**config.mk**
```make
export PLATFORM = sky130hd
export DESIGN_NAME = snake_body_tracker_flat
export DESIGN_NICKNAME = d
export VERILOG_FILES = /design/src/rtl/snake_body_tracker_if.sv /design/src/rtl/snake_body_tracker.sv /design/src/flat_wrapper.sv
export SDC_FILE = /design/constraint.sdc
export NUM_CORES = 1
export LEC_CHECK = 0
export CORE_ASPECT_RATIO = 0.75
export CORE_UTILIZATION = 59
export CTS_CLUSTER_DIAMETER = 120
export DETAILED_ROUTE_END_ITERATION = 12
export PLACE_DENSITY = 0.76
export SYNTH_ARGS = -nofsm -noshare
export SYNTH_HDL_FRONTEND = slang
export SYNTH_SLANG_ARGS = --single-unit
export TNS_END_PERCENT = 1
```
**constraint.sdc**
```tcl
create_clock -name clk -period 3.7 [get_ports clk]
set_clock_uncertainty 0.05 [all_clocks]
set_input_delay 0.925 -clock clk [delete_from_list [all_inputs] [get_ports clk]]
set_output_delay 0.925 -clock clk [all_outputs]
set_load 0.03 [all_outputs]
```
**src/rtl/snake_body_tracker_if.sv**
```systemverilog
// Segment stream from the body tracker to the matrix display.
// One coordinate per beat, oldest segment first; seg_last marks the head.
interface snake_body_tracker_if;
  logic [7:0] seg_pos;
  logic       seg_valid;
  logic       seg_last;
  logic       seg_ready;

  modport master (output seg_pos, seg_valid, seg_last, input seg_ready);
  modport slave  (input seg_pos, seg_valid, seg_last, output seg_ready);
endinterface

```
**src/rtl/snake_body_tracker.sv**
```systemverilog
// Snake body model: checks each new head against the body, commits it to a circular buffer, and streams frames.
// Step result appears L+2 cycles after an idle step; frames stall on seg_ready and steps arriving meanwhile queue one deep.
module snake_body_tracker #(
  parameter int         MAX_LEN   = 32,
  parameter logic [7:0] START_POS = 8'h44
) (
  input  logic                         clk,
  input  logic                         reset,
  input  logic                         step,
  input  logic [7:0]                   headPos,
  input  logic [7:0]                   foodPos,
  snake_body_tracker_if.master         seg,
  output logic [$clog2(MAX_LEN+1)-1:0] length,
  output logic                         eaten,
  output logic                         collision,
  output logic                         game_over,
  output logic                         step_drop
);

  localparam int PW = $clog2(MAX_LEN);
  localparam int LW = $clog2(MAX_LEN + 1);

  typedef enum logic [1:0] {IDLE, CHECK, COMMIT, STREAM} stateT;

  stateT          state;
  logic [7:0]     body [MAX_LEN];
  logic [PW-1:0]  hp;
  logic [PW-1:0]  tp;
  logic [PW-1:0]  idx;
  logic [7:0]     hReg;
  logic [7:0]     fReg;
  logic           hit;
  logic           pending;
  logic [7:0]     pendHead;
  logic [7:0]     pendFood;
  logic [7:0]     segPos;
  logic           segValid;
  logic           segLast;

  logic [PW-1:0]  idxNext;
  logic [PW-1:0]  hpNext;
  logic [PW-1:0]  tpNext;
  logic           onFood;
  logic           grow;
  logic           tailSkip;
  logic           bodyHit;

  assign seg.seg_pos   = segPos;
  assign seg.seg_valid = segValid;
  assign seg.seg_last  = segLast;

  always_comb begin
    idxNext  = idx + 1'b1;
    hpNext   = hp + 1'b1;
    tpNext   = tp + 1'b1;
    onFood   = (hReg == fReg);
    grow     = onFood && (length < LW'(MAX_LEN));
    // The tail slot vacates on a non-eating step, so the head may move into it.
    tailSkip = (idx == tp) && !onFood;
    bodyHit  = (body[idx] == hReg) && !tailSkip;
  end

  always_ff @(posedge clk) begin
    if (reset) begin
      state     <= IDLE;
      body[0]   <= START_POS;
      hp        <= '0;
      tp        <= '0;
      idx       <= '0;
      hReg      <= '0;
      fReg      <= '0;
      hit       <= 1'b0;
      pending   <= 1'b0;
      pendHead  <= '0;
      pendFood  <= '0;
      segPos    <= '0;
      segValid  <= 1'b0;
      segLast   <= 1'b0;
      length    <= LW'(1);
      eaten     <= 1'b0;
      collision <= 1'b0;
      game_over <= 1'b0;
      step_drop <= 1'b0;
    end else begin
      eaten     <= 1'b0;
      collision <= 1'b0;
      step_drop <= 1'b0;

      if (step && !game_over && state != IDLE) begin
        if (pending) begin
          step_drop <= 1'b1;
        end else begin
          pending  <= 1'b1;
          pendHead <= headPos;
          pendFood <= foodPos;
        end
      end

      case (state)
        IDLE: begin
          idx <= tp;
          hit <= 1'b0;
          if (!game_over && (pending || step)) begin
            state <= CHECK;
            if (pending) begin
              hReg <= pendHead;
              fReg <= pendFood;
              // A fresh step arriving as the pending one is consumed refills the slot.
              if (step) begin
                pendHead <= headPos;
                pendFood <= foodPos;
              end else begin
                pending <= 1'b0;
              end
            end else begin
              hReg <= headPos;
              fReg <= foodPos;
            end
          end else begin
            state    <= STREAM;
            segValid <= 1'b1;
            segPos   <= body[tp];
            segLast  <= (tp == hp);
          end
        end

        CHECK: begin
          if (bodyHit) hit <= 1'b1;
          idx <= idxNext;
          if (idx == hp) state <= COMMIT;
        end

        COMMIT: begin
          if (hit) begin
            collision <= 1'b1;
            game_over <= 1'b1;
            pending   <= 1'b0;
          end else begin
            body[hpNext] <= hReg;
            hp           <= hpNext;
            eaten        <= onFood;
            if (grow) length <= length + 1'b1;
            else      tp     <= tpNext;
          end
          state <= IDLE;
        end

        STREAM: begin
          if (seg.seg_ready) begin
            if (segLast) begin
              segValid <= 1'b0;
              segLast  <= 1'b0;
              state    <= IDLE;
            end else begin
              idx     <= idxNext;
              segPos  <= body[idxNext];
              segLast <= (idxNext == hp);
            end
          end
        end

        default: state <= IDLE;
      endcase
    end
  end

endmodule
```
**src/flat_wrapper.sv**
```systemverilog
// flat-port wrapper written by rule: the top's interface ports become plain ports
module snake_body_tracker_flat 
#(
  parameter int         MAX_LEN   = 32,
  parameter logic [7:0] START_POS = 8'h44
)
  (clk, reset, step, headPos, foodPos, length, eaten, collision, game_over, step_drop, seg_seg_pos, seg_seg_valid, seg_seg_last, seg_seg_ready);
  snake_body_tracker_if seg_i ();
  input  logic clk;
  input  logic reset;
  input  logic step;
  input  logic [7:0] headPos;
  input  logic [7:0] foodPos;
  output logic [$clog2(MAX_LEN+1)-1:0] length;
  output logic eaten;
  output logic collision;
  output logic game_over;
  output logic step_drop;
  output wire logic [$bits(seg_i.seg_pos)-1:0] seg_seg_pos;
  output wire logic [$bits(seg_i.seg_valid)-1:0] seg_seg_valid;
  output wire logic [$bits(seg_i.seg_last)-1:0] seg_seg_last;
  input wire logic [$bits(seg_i.seg_ready)-1:0] seg_seg_ready;
  assign seg_seg_pos = seg_i.seg_pos;
  assign seg_seg_valid = seg_i.seg_valid;
  assign seg_seg_last = seg_i.seg_last;
  assign seg_i.seg_ready = seg_seg_ready;
  snake_body_tracker #(.MAX_LEN(MAX_LEN), .START_POS(START_POS)) u_core (.clk(clk), .reset(reset), .step(step), .headPos(headPos), .foodPos(foodPos), .seg(seg_i), .length(length), .eaten(eaten), .collision(collision), .game_over(game_over), .step_drop(step_drop));
endmodule
```
After elaboration in Yosys (flattened, before gate mapping):

Memories as Yosys holds them, arrays and structs flattened. A register that Yosys moved wholly into a read port is not among the register bits.
Cells that the tools add are included.

* equality and inequality tests: 15
* reduce and logical (&&, ||, !) cells: 30
* bitwise operators: 4
* $lt $le $gt $ge: 1
* multiplexer cells: 55
* $add $sub $neg: 4

Operators with widths (count)
* 2-to-1 mux 8 bit: 16
* 2-to-1 mux 5 bit: 7
* 2-to-1 mux 1 bit: 21
* == test 5 bit: 4
* == test 8 bit: 2
* one-hot mux 8 bit (2 select lines): 1
* adder 5 x 1 -> 5 bit, second input constant: 3
* one-hot mux 5 bit (3 select lines): 1
* AND reduction 3 bit: 5
* 2-to-1 mux 2 bit: 4
* one-hot mux 1 bit (2 select lines): 4
* one-hot mux 2 bit (4 select lines): 1
* AND reduction 2 bit: 4
* AND reduction 4 bit: 2
* OR reduction 8 bit: 1
* adder 6 x 1 -> 6 bit, second input constant: 1
* logical AND 1 bit: 6
* less-than comparator 6 bit, second input constant: 1
* inequality test 2 x 1 -> 1 bit, second input constant: 3
* inequality test 2 bit, second input constant: 3
* nonzero test 2 bit: 3
* == test 2 bit, second input constant: 2
* inverter 1 bit: 4
* OR reduction 2 bit: 2
* other kinds (6): 8

* flip-flop bits (word level): 71
* logic and storage cells: 128
* bits in writable memories: 256
* output and inout bits: 20
* bits of input ports: 20
* memories: 1

Memories
* u_core.body: words 32, bits a word 8, rd ports 3, clocked after memory_dff 2, write ports 1, RTL line snake_body_tracker.sv:26 `logic [7:0] body [MAX_LEN];`

Longest topological paths before layout:

Gate-level depths: netlist of run 1.

* word-level depth: 8
* gate-level depth with buffers: 10
* gate-level depth less buffers: 7

Worst setup path after synthesis of run 1:

Ideal clock, no wire load.

* kind: flip-flop to flip-flop
* from: register u_core.idx[1]
* to: register u_core.segPos[3], in the netlist u_core.seg.seg_pos[3]
* cell stages (with the launch flop): 10
* period minus slack after synthesis: 2.650 ns
* arrival: 2.472 ns
* setup slack: 1.050 ns
* path buffers: 2
* cell sequence: dfxtp_1 -> ha_1 -> buf_2 -> clkbuf_1 -> mux4_2 -> mux4_1 -> mux2i_1 -> a211oi_1 -> a21oi_1 -> nor2_1

* word-level cells in the longest chain between the ends: 5

Ends and longest elaborated chain
* from (decl): RTL line snake_body_tracker.sv:29 `logic [PW-1:0] idx;`
* from (signal assigned): RTL line snake_body_tracker.sv:101 `idx <= tp;`
* from (signal assigned): RTL line snake_body_tracker.sv:129 `idx <= idxNext;`
* from (signal assigned): RTL line snake_body_tracker.sv:155 `idx <= idxNext;`
* adder 5 x 1 -> 5 bit: RTL line snake_body_tracker.sv:53 `idxNext = idx + 1'b1;`
* memory read (32 x 8 bit)
* 2-to-1 mux 8 bit: RTL line snake_body_tracker.sv:150 `if (segLast) begin`
* 2-to-1 mux 8 bit: RTL line snake_body_tracker.sv:149 `if (seg.seg_ready) begin`
* one-hot mux 8 bit (2 select lines): RTL line snake_body_tracker.sv:99 `case (state)`
* to (signal assigned): RTL line snake_body_tracker.sv:122 `segPos <= body[tp];`
* to (signal assigned): RTL line snake_body_tracker.sv:156 `segPos <= body[idxNext];`
* to (decl): RTL line snake_body_tracker.sv:36 `logic [7:0] segPos;`

Every way passes these cells. The select of a mux whose other input is x is not followed.
A chain may end at the register's enable or synchronous reset.

==> out/results.ini, run 1 <==
[outcome]
outcome=complete, no violations

[logic_synthesis]
synth_nets=1136
yosysWarnings=0
yosysSeqAreaShare_pct=52.5
netlist-cell-type-count=53
synth_area_mm2=0.0177
ys_ff_latch=337
synth-edff-count=256
syn_inst=1112
syn_avg_cell_area_um2=16.0
ys.flop_type=edfxtp_1
async_flop_share_pct=0

[timing]
finalMaxSlewViolations=0
tightestPinTransition_ps=1380
setup_tns_ps=0
max_slew_margin_pct=7.95
rsz0062_at_grt=no
setup_viol=0
hold_violations=0
clock.fmax_mhz=326
layout_min_cycle_time_ps=3070
finalCritPeriodShare_pct=82.9

[clock_tree]
cts_num_sinks=337
post-cts-setup-buffers=0
clk_pin_slew_ps=60
cts_buffers=35
ctsHoldBuffers=0
h-tree-depth=2
ctsResizeCount=0
cts_tree=done
ctsLongestPathBuffers=3
root_buffer=clkbuf_16
clk-insertion-delay-late_ps=530

[detailed_routing]
vias=11853
ant_nets=0
wirelength_mm=52.1
dr.pass1.iters=5
drc=0
via_per_inst=7.40
drt_iter0_markers=1807
wire_per_inst_um=32.5

[hold_path]
hold_depth=2
hold_path.class=reg2reg

[layout]
mostFrequentLayoutCells=256 x edfxtp_1, 215 x mux4_2, 119 x nor2_1
seq_area_mm2=0.00933
design_area_mm2=0.0201
fillers=1944
layout_commonest_cell=edfxtp_1
multi_input_area_mm2=0.00796
final_nets=1205
area_growth_pct=13.3
final_layout_size_suffix_gt1_share_pct=31.2

[global_routing]
grt_max_degree=69
grt_overflow=0
grt_pass1_wl_mm=77.2
grt_pass1_vias=11205
antenna_found_initial=2
grt_usage_pct=34.8

[pwr]
power_density_mw_per_mm2=583
power_leakage_nw=6.32
p_comb_share_pct=28.9
p_int_mw=8.13
ir_worst_vdd_mv=0.456
pwr-share-clk_pct=32.2
switching_share_pct=30.6
power_switching_mw=3.59
seq_power_share_pct=38.9

[worst_setup_path]
r2r_end=u_core.hit
worstPathMaxFanout=15
ff2ff_path_depth=7
crit_end=u_core.hit
timing.critical_path.buf_inv=0
cp-start-kind=register
worstPathCellList=mux4_2 -> a22o_1 -> nor3_1 -> and4_1 -> o2111ai_1 -> nor4_1 -> a31o_2
slowest_stage=dfxtp_4
max_stage_delay_ps=590
end_kind=register
reg2reg_slack_ps=630
worst-path-stages=7
worst_ep_required_time_ps=4120
path_delay_family=simple AND/OR/NAND/NOR gates
worst-setup-path-type=reg2reg
critPathArrivalTime_ps=3490

[place]
gp_congestion=0.988
port-buffer-count=39
hpwl_mm=35.9
placed_area_mm2=0.0189

[floorplanning]
core_mm2=0.0293
io_pins=40
rows=54
die_area_mm2=0.0308
start_util_pct=60.5
die_h_um=152
die_x_um=202

[flow_run]
drv_cap=0

per-stage QoR:
| step | cells | worst slack [ps] | util, % | hold slack (ps) | power, mW |
|---|---|---|---|---|---|
| after floorplan | 1112 | 1050 | - | 401 | 6.85 |
| after global placement | 1536 | 717 | 64.4 | 426 | 7.86 |
| after detailed placement | 1536 | 698 | 64.4 | 431 | 7.91 |
| after CTS | 1599 | 617 | 68.5 | 446 | 11.6 |
| after global routing | 1599 | 448 | 68.5 | 478 | 12.0 |
| final | 1601 | 631 | 68.5 | 441 | 11.7 |
power by group through the flow:
stage	combinational (mW)	sequential, mW	clock, mW
2_1_floorplan	2.34	4.51	0
3_3_place_gp	3.24	4.62	0
3_5_place_dp	3.28	4.63	0
4_1_cts	3.31	4.55	3.79
5_1_grt	3.54	4.58	3.93
6_report	3.38	4.56	3.77
cell type report:
class	count	area share (%)
inverter	5	0.0934
tap	392	2.44
timing repair buffer	126	5.42
multi-input combinational	676	39.6
clock buffer	41	4.68
sequential	337	46.4
clock inverter	22	1.32
antenna	2	0.0249
worst min path at each step:
| stage | startpoint | end | slack (ps) |
|---|---|---|---|
| 4_1_cts | u_core.seg.seg_pos[5] | u_core.seg.seg_pos[5] | 450 |
| 3_3_place_gp | u_core.pendHead[1] | u_core.pendHead[1] | 430 |
| 3_5_place_dp | u_core.seg.seg_pos[5] | u_core.seg.seg_pos[5] | 430 |
| 6_report | u_core.seg.seg_pos[5] | u_core.seg.seg_pos[5] | 440 |
| 2_1_floorplan | u_core.hit | u_core.collision | 400 |
| 5_1_grt | u_core.seg.seg_pos[5] | u_core.seg.seg_pos[5] | 480 |
worst min-delay path, delay by kind of cell (launching register included):
kind | cells | cell delay [ps]
flip-flops | 1 | 320
AND/OR/NAND/NOR | 1 | 70
AO/OA/AOI/OAI | 1 | 60
flip-flops by register name (all words and copies together), names as in the netlist, named ones only:
register              count
u_core.seg.seg_last       1
u_core.tp                 5
u_core.pendFood           8
u_core.step_drop          1
u_core.seg.seg_valid      1
u_core.pending            1
u_core.hp                 5
u_core.game_over          1
u_core.pendHead           8
u_core.length             6
u_core.state              2
u_core.body             256
u_core.collision          1
u_core.seg.seg_pos        8
u_core.hReg               8
u_core.fReg               8
u_core.idx                5
u_core.hit                1
u_core.eaten              1
layer usage:
layer	GRT usage, %	wire (um)	vias to the layer above	share of wire (%)
met5	0	0	-	0
met4	8.92	1380	0	2.7
met3	14.4	9240	125	18
met2	46.0	21700	1072	42
met1	53.2	19700	5955	38
li1	-	-	4701	-
cells by family (layout without fill, tap and decap cells):
| logic type | Yosys count | count (layout) | synth area share [%] |
|---|---|---|---|
| multiplexers | 276 | 276 | 31.4 |
| flip-flops | 337 | 337 | 52.5 |
| XOR/XNOR | 52 | 52 | 2.57 |
| AO/OA/AOI/OAI | 101 | 101 | 3.79 |
| AND/OR/NAND/NOR | 243 | 243 | 6.64 |
| adder cells (fa/ha/maj) | 4 | 4 | 0.282 |
| buffers and inverters | 99 | 194 | 2.88 |
| other | 0 | 2 | 0 |
synth_stat cells, types with 3 or more instances:
cell type	number	share of area, %
dfxtp_1	81	9.1
o22ai_1	21	0.74
or3_1	7	0.25
ha_1	4	0.28
buf_6	7	0.44
a211oi_1	33	1.4
buf_1	9	0.19
nor2_1	120	2.5
nor4_1	9	0.32
a21oi_1	24	0.68
mux2i_1	52	2.9
buf_4	6	0.25
edfxtp_1	256	43
xor2_1	28	1.4
nand4_1	5	0.18
nand2_1	25	0.53
buf_2	24	0.68
or3b_2	8	0.39
xnor2_1	24	1.2
o22a_1	3	0.15
nor3_1	10	0.28
mux4_1	7	1.0
clkbuf_1	45	0.95
nand3_1	13	0.37
nor2b_1	14	0.49
and2_1	9	0.32
nand3b_1	8	0.34
inv_1	5	0.11
mux4_2	215	27
a31oi_1	3	0.11
nor3b_1	4	0.17
o21ai_0	4	0.11
nand2b_1	4	0.14
Note: power is estimated with default switching activity, not from simulation.
==> inputs of run 2 (changes only) <==
==> constraint.sdc (replaced) <==
create_clock -name clk -period 2.9 [get_ports clk]
set_clock_uncertainty 0.05 [all_clocks]
set_input_delay 0.725 -clock clk [delete_from_list [all_inputs] [get_ports clk]]
set_output_delay 0.725 -clock clk [all_outputs]
set_load 0.03 [all_outputs]
==> out/results.ini, run 2 (synthesized netlist as in run 1, its figures left out) <==
[timing]
clock.fmax_mhz=352  ; +8.0%
finalMaxSlewViolations=0  ; unchanged
tightestPinTransition_ps=1130  ; -251 ps
setup_viol=0  ; unchanged
finalCritPeriodShare_pct=98.0  ; +15 points
max_slew_margin_pct=24.7  ; +17 points
layout_min_cycle_time_ps=2840  ; -227 ps
hold_violations=0  ; unchanged
rsz0062_at_grt=yes

[layout]
final_nets=1230  ; +2.1%
mostFrequentLayoutCells=256 x edfxtp_1, 215 x mux4_2, 118 x nor2_1
largest_reg_flops=256  ; unchanged
stdcell_count=1621  ; +1.2%
fillers=1897  ; -2.4%
diodes=0  ; -2
final_layout_size_suffix_gt1_share_pct=33.0  ; +1.7 points
layout_commonest_cell=edfxtp_1
largest-register=u_core.body
area_growth_pct=14.7
design_area_mm2=0.0204  ; +1.3%

[global_routing]
grt_usage_pct=35.1  ; +0.35 points
grt_overflow=0  ; unchanged
antenna_found_initial=1  ; -1
grt_max_degree=38  ; -45%
grt_pass1_wl_mm=77.7  ; +0.57%
grt_pass1_vias=11495  ; +2.6%

[worst_setup_path]
reg2reg_slack_ps=60  ; -570 ps
end_kind=register
max_stage_delay_ps=550  ; -40 ps
worstPathCellList=ha_4 -> buf_6 -> mux4_2 -> mux4_2 -> mux2i_4 -> a211oi_1 -> a21oi_1 -> nor2_1
slowest_stage=mux4_2
worstPathMaxFanout=18  ; +3
worst_ep_required_time_ps=3270  ; -850 ps
crit_top_cell=mux4_2
cp-start-kind=register
critPathArrivalTime_ps=3210  ; -280 ps
worst-setup-path-type=reg2reg

[pwr]
seq_power_share_pct=39.0  ; about the same
ir_worst_vdd_mv=0.623  ; +37%
p_comb_share_pct=30.6  ; +1.7 points
power_leakage_nw=6.45  ; +2.2%
p_int_mw=10.2  ; +26%
power_mw=14.8  ; +26%
power_density_mw_per_mm2=725  ; +25%
pwr-share-clk_pct=30.4  ; -1.8 points
switching_share_pct=30.9  ; +0.26 points
power_switching_mw=4.56  ; +27%

[flow_run]
drv_cap=0  ; unchanged

[clock_tree]
root_buffer=clkbuf_16
cts_buffers=34  ; -2.9%
clk_pin_slew_ps=60  ; about the same
cts_tree=done
ctsHoldBuffers=0  ; unchanged
clk-insertion-delay-late_ps=540  ; about the same
ctsLongestPathBuffers=3  ; unchanged
h-tree-depth=2  ; unchanged
cts_num_sinks=337  ; unchanged

[detailed_routing]
vias=11977  ; +1.0%
wirelength_mm=52.6  ; +0.98%
dr.pass1.iters=6  ; +1
via_per_inst=7.39  ; -0.20%
ant_nets=0  ; unchanged
drc=0  ; unchanged
wire_per_inst_um=32.4  ; -0.27%
drt_iter0_markers=2087  ; +15%

[place]
hpwl_mm=36.2  ; +1.0%
port-buffer-count=39  ; unchanged
dp.cells=1559  ; +1.5%
placed_area_mm2=0.0191  ; +1.3%
gp_congestion=0.974  ; -1.4%

[floorplanning]
rows=54  ; unchanged
die_area_mm2=0.0308  ; unchanged
core_mm2=0.0293  ; unchanged
die_x_um=202  ; unchanged
io_pins=40  ; unchanged
start_util_pct=60.5  ; unchanged
die_h_um=152  ; unchanged

[hold_path]
hold_path.class=reg2reg

[outcome]
outcome=complete, no violations

==> run 2: cell types whose count changed in the layout (fill, tap and decap cells not counted), moves of 2 or more <==
cell and change:
bufinv_16 -2, buf_6 +3, diode_2 -2, mux2i_4 +2
buf_4 +16, buf_12 +5, mux2i_1 -2
==> run 2: cell type report <==
| type | count | area [um2] | share of cell area, % |
|---|---|---|---|
| well taps | 392 | 490 | 2.41 |
| multi-input cells | 676 | 8000 | 39.3 |
| repair buffers | 152 | 1400 | 6.89 |
| clock buffers | 39 | 912 | 4.48 |
| clock inverters | 20 | 206 | 1.01 |
| flip-flops and latches | 337 | 9330 | 45.8 |
| inverters | 5 | 18.8 | 0.0922 |
==> run 2: timing repair <==
item	4_1_cts	5_1_grt
gates cloned	1	0
setup buffers	2	0
resized for setup	4	6
pin swaps	1	0
endpoints found under the hold margin	0	0
endpoints found under the setup margin	2	12
==> run 2: worst max-delay path: cells and delay by family, from the launching register on <==
kind	cells	cell delay, ps
AO/OA/AOI/OAI	2	260
flip-flops	1	390
buffers and inverters	1	260
multiplexers	3	1330
adder cells (fa/ha/maj)	1	380
AND/OR/NAND/NOR	1	50
==> run 2: metrics by stage <==
| stage | setup slack [ps] | utilization [%] | setup TNS, ps | hold slack [ps] |
|---|---|---|---|---|
| floorplan | 250 | - | 0 | 401 |
| global placement | -249 | 65.3 | -441 | 424 |
| detailed placement | -261 | 65.3 | -499 | 438 |
| CTS | 4.50 | 69.3 | 0 | 454 |
| global route | -23.0 | 69.4 | -23.0 | 481 |
| finish | 57.8 | 69.4 | 0 | 446 |
==> run 2: per-layer routing <==
| metal | share of wire, % | wire length, um | GRT usage (%) |
|---|---|---|---|
| met4 | 2.5 | 1340 | 8.74 |
| met3 | 18 | 9350 | 16.5 |
| met2 | 42 | 22100 | 47.7 |
| met1 | 38 | 19700 | 51.4 |
| met5 | 0.023 | 12 | 0 |
==> run 2: path summary, 6_finish.rpt <==
path / start / depth (start not counted) / end
max: u_core.idx[0] / 8 / u_core.seg.seg_pos[4]
min: u_core.pendHead[4] / 2 / u_core.pendHead[4]
max reg2reg: u_core.idx[0] / 8 / u_core.seg.seg_pos[4]
min reg2reg: u_core.pendHead[4] / 2 / u_core.pendHead[4]
==> run 2: power groups by stage <==
stage               Combinational, mW  Clock [mW]  Sequential [mW]
floorplan                        2.98           0             5.75
global placement                 4.20           0             5.82
detailed placement               4.26           0             5.83
CTS                              4.38        4.51             5.74
global route                     4.71        4.69             5.78
finish                           4.52        4.49             5.75
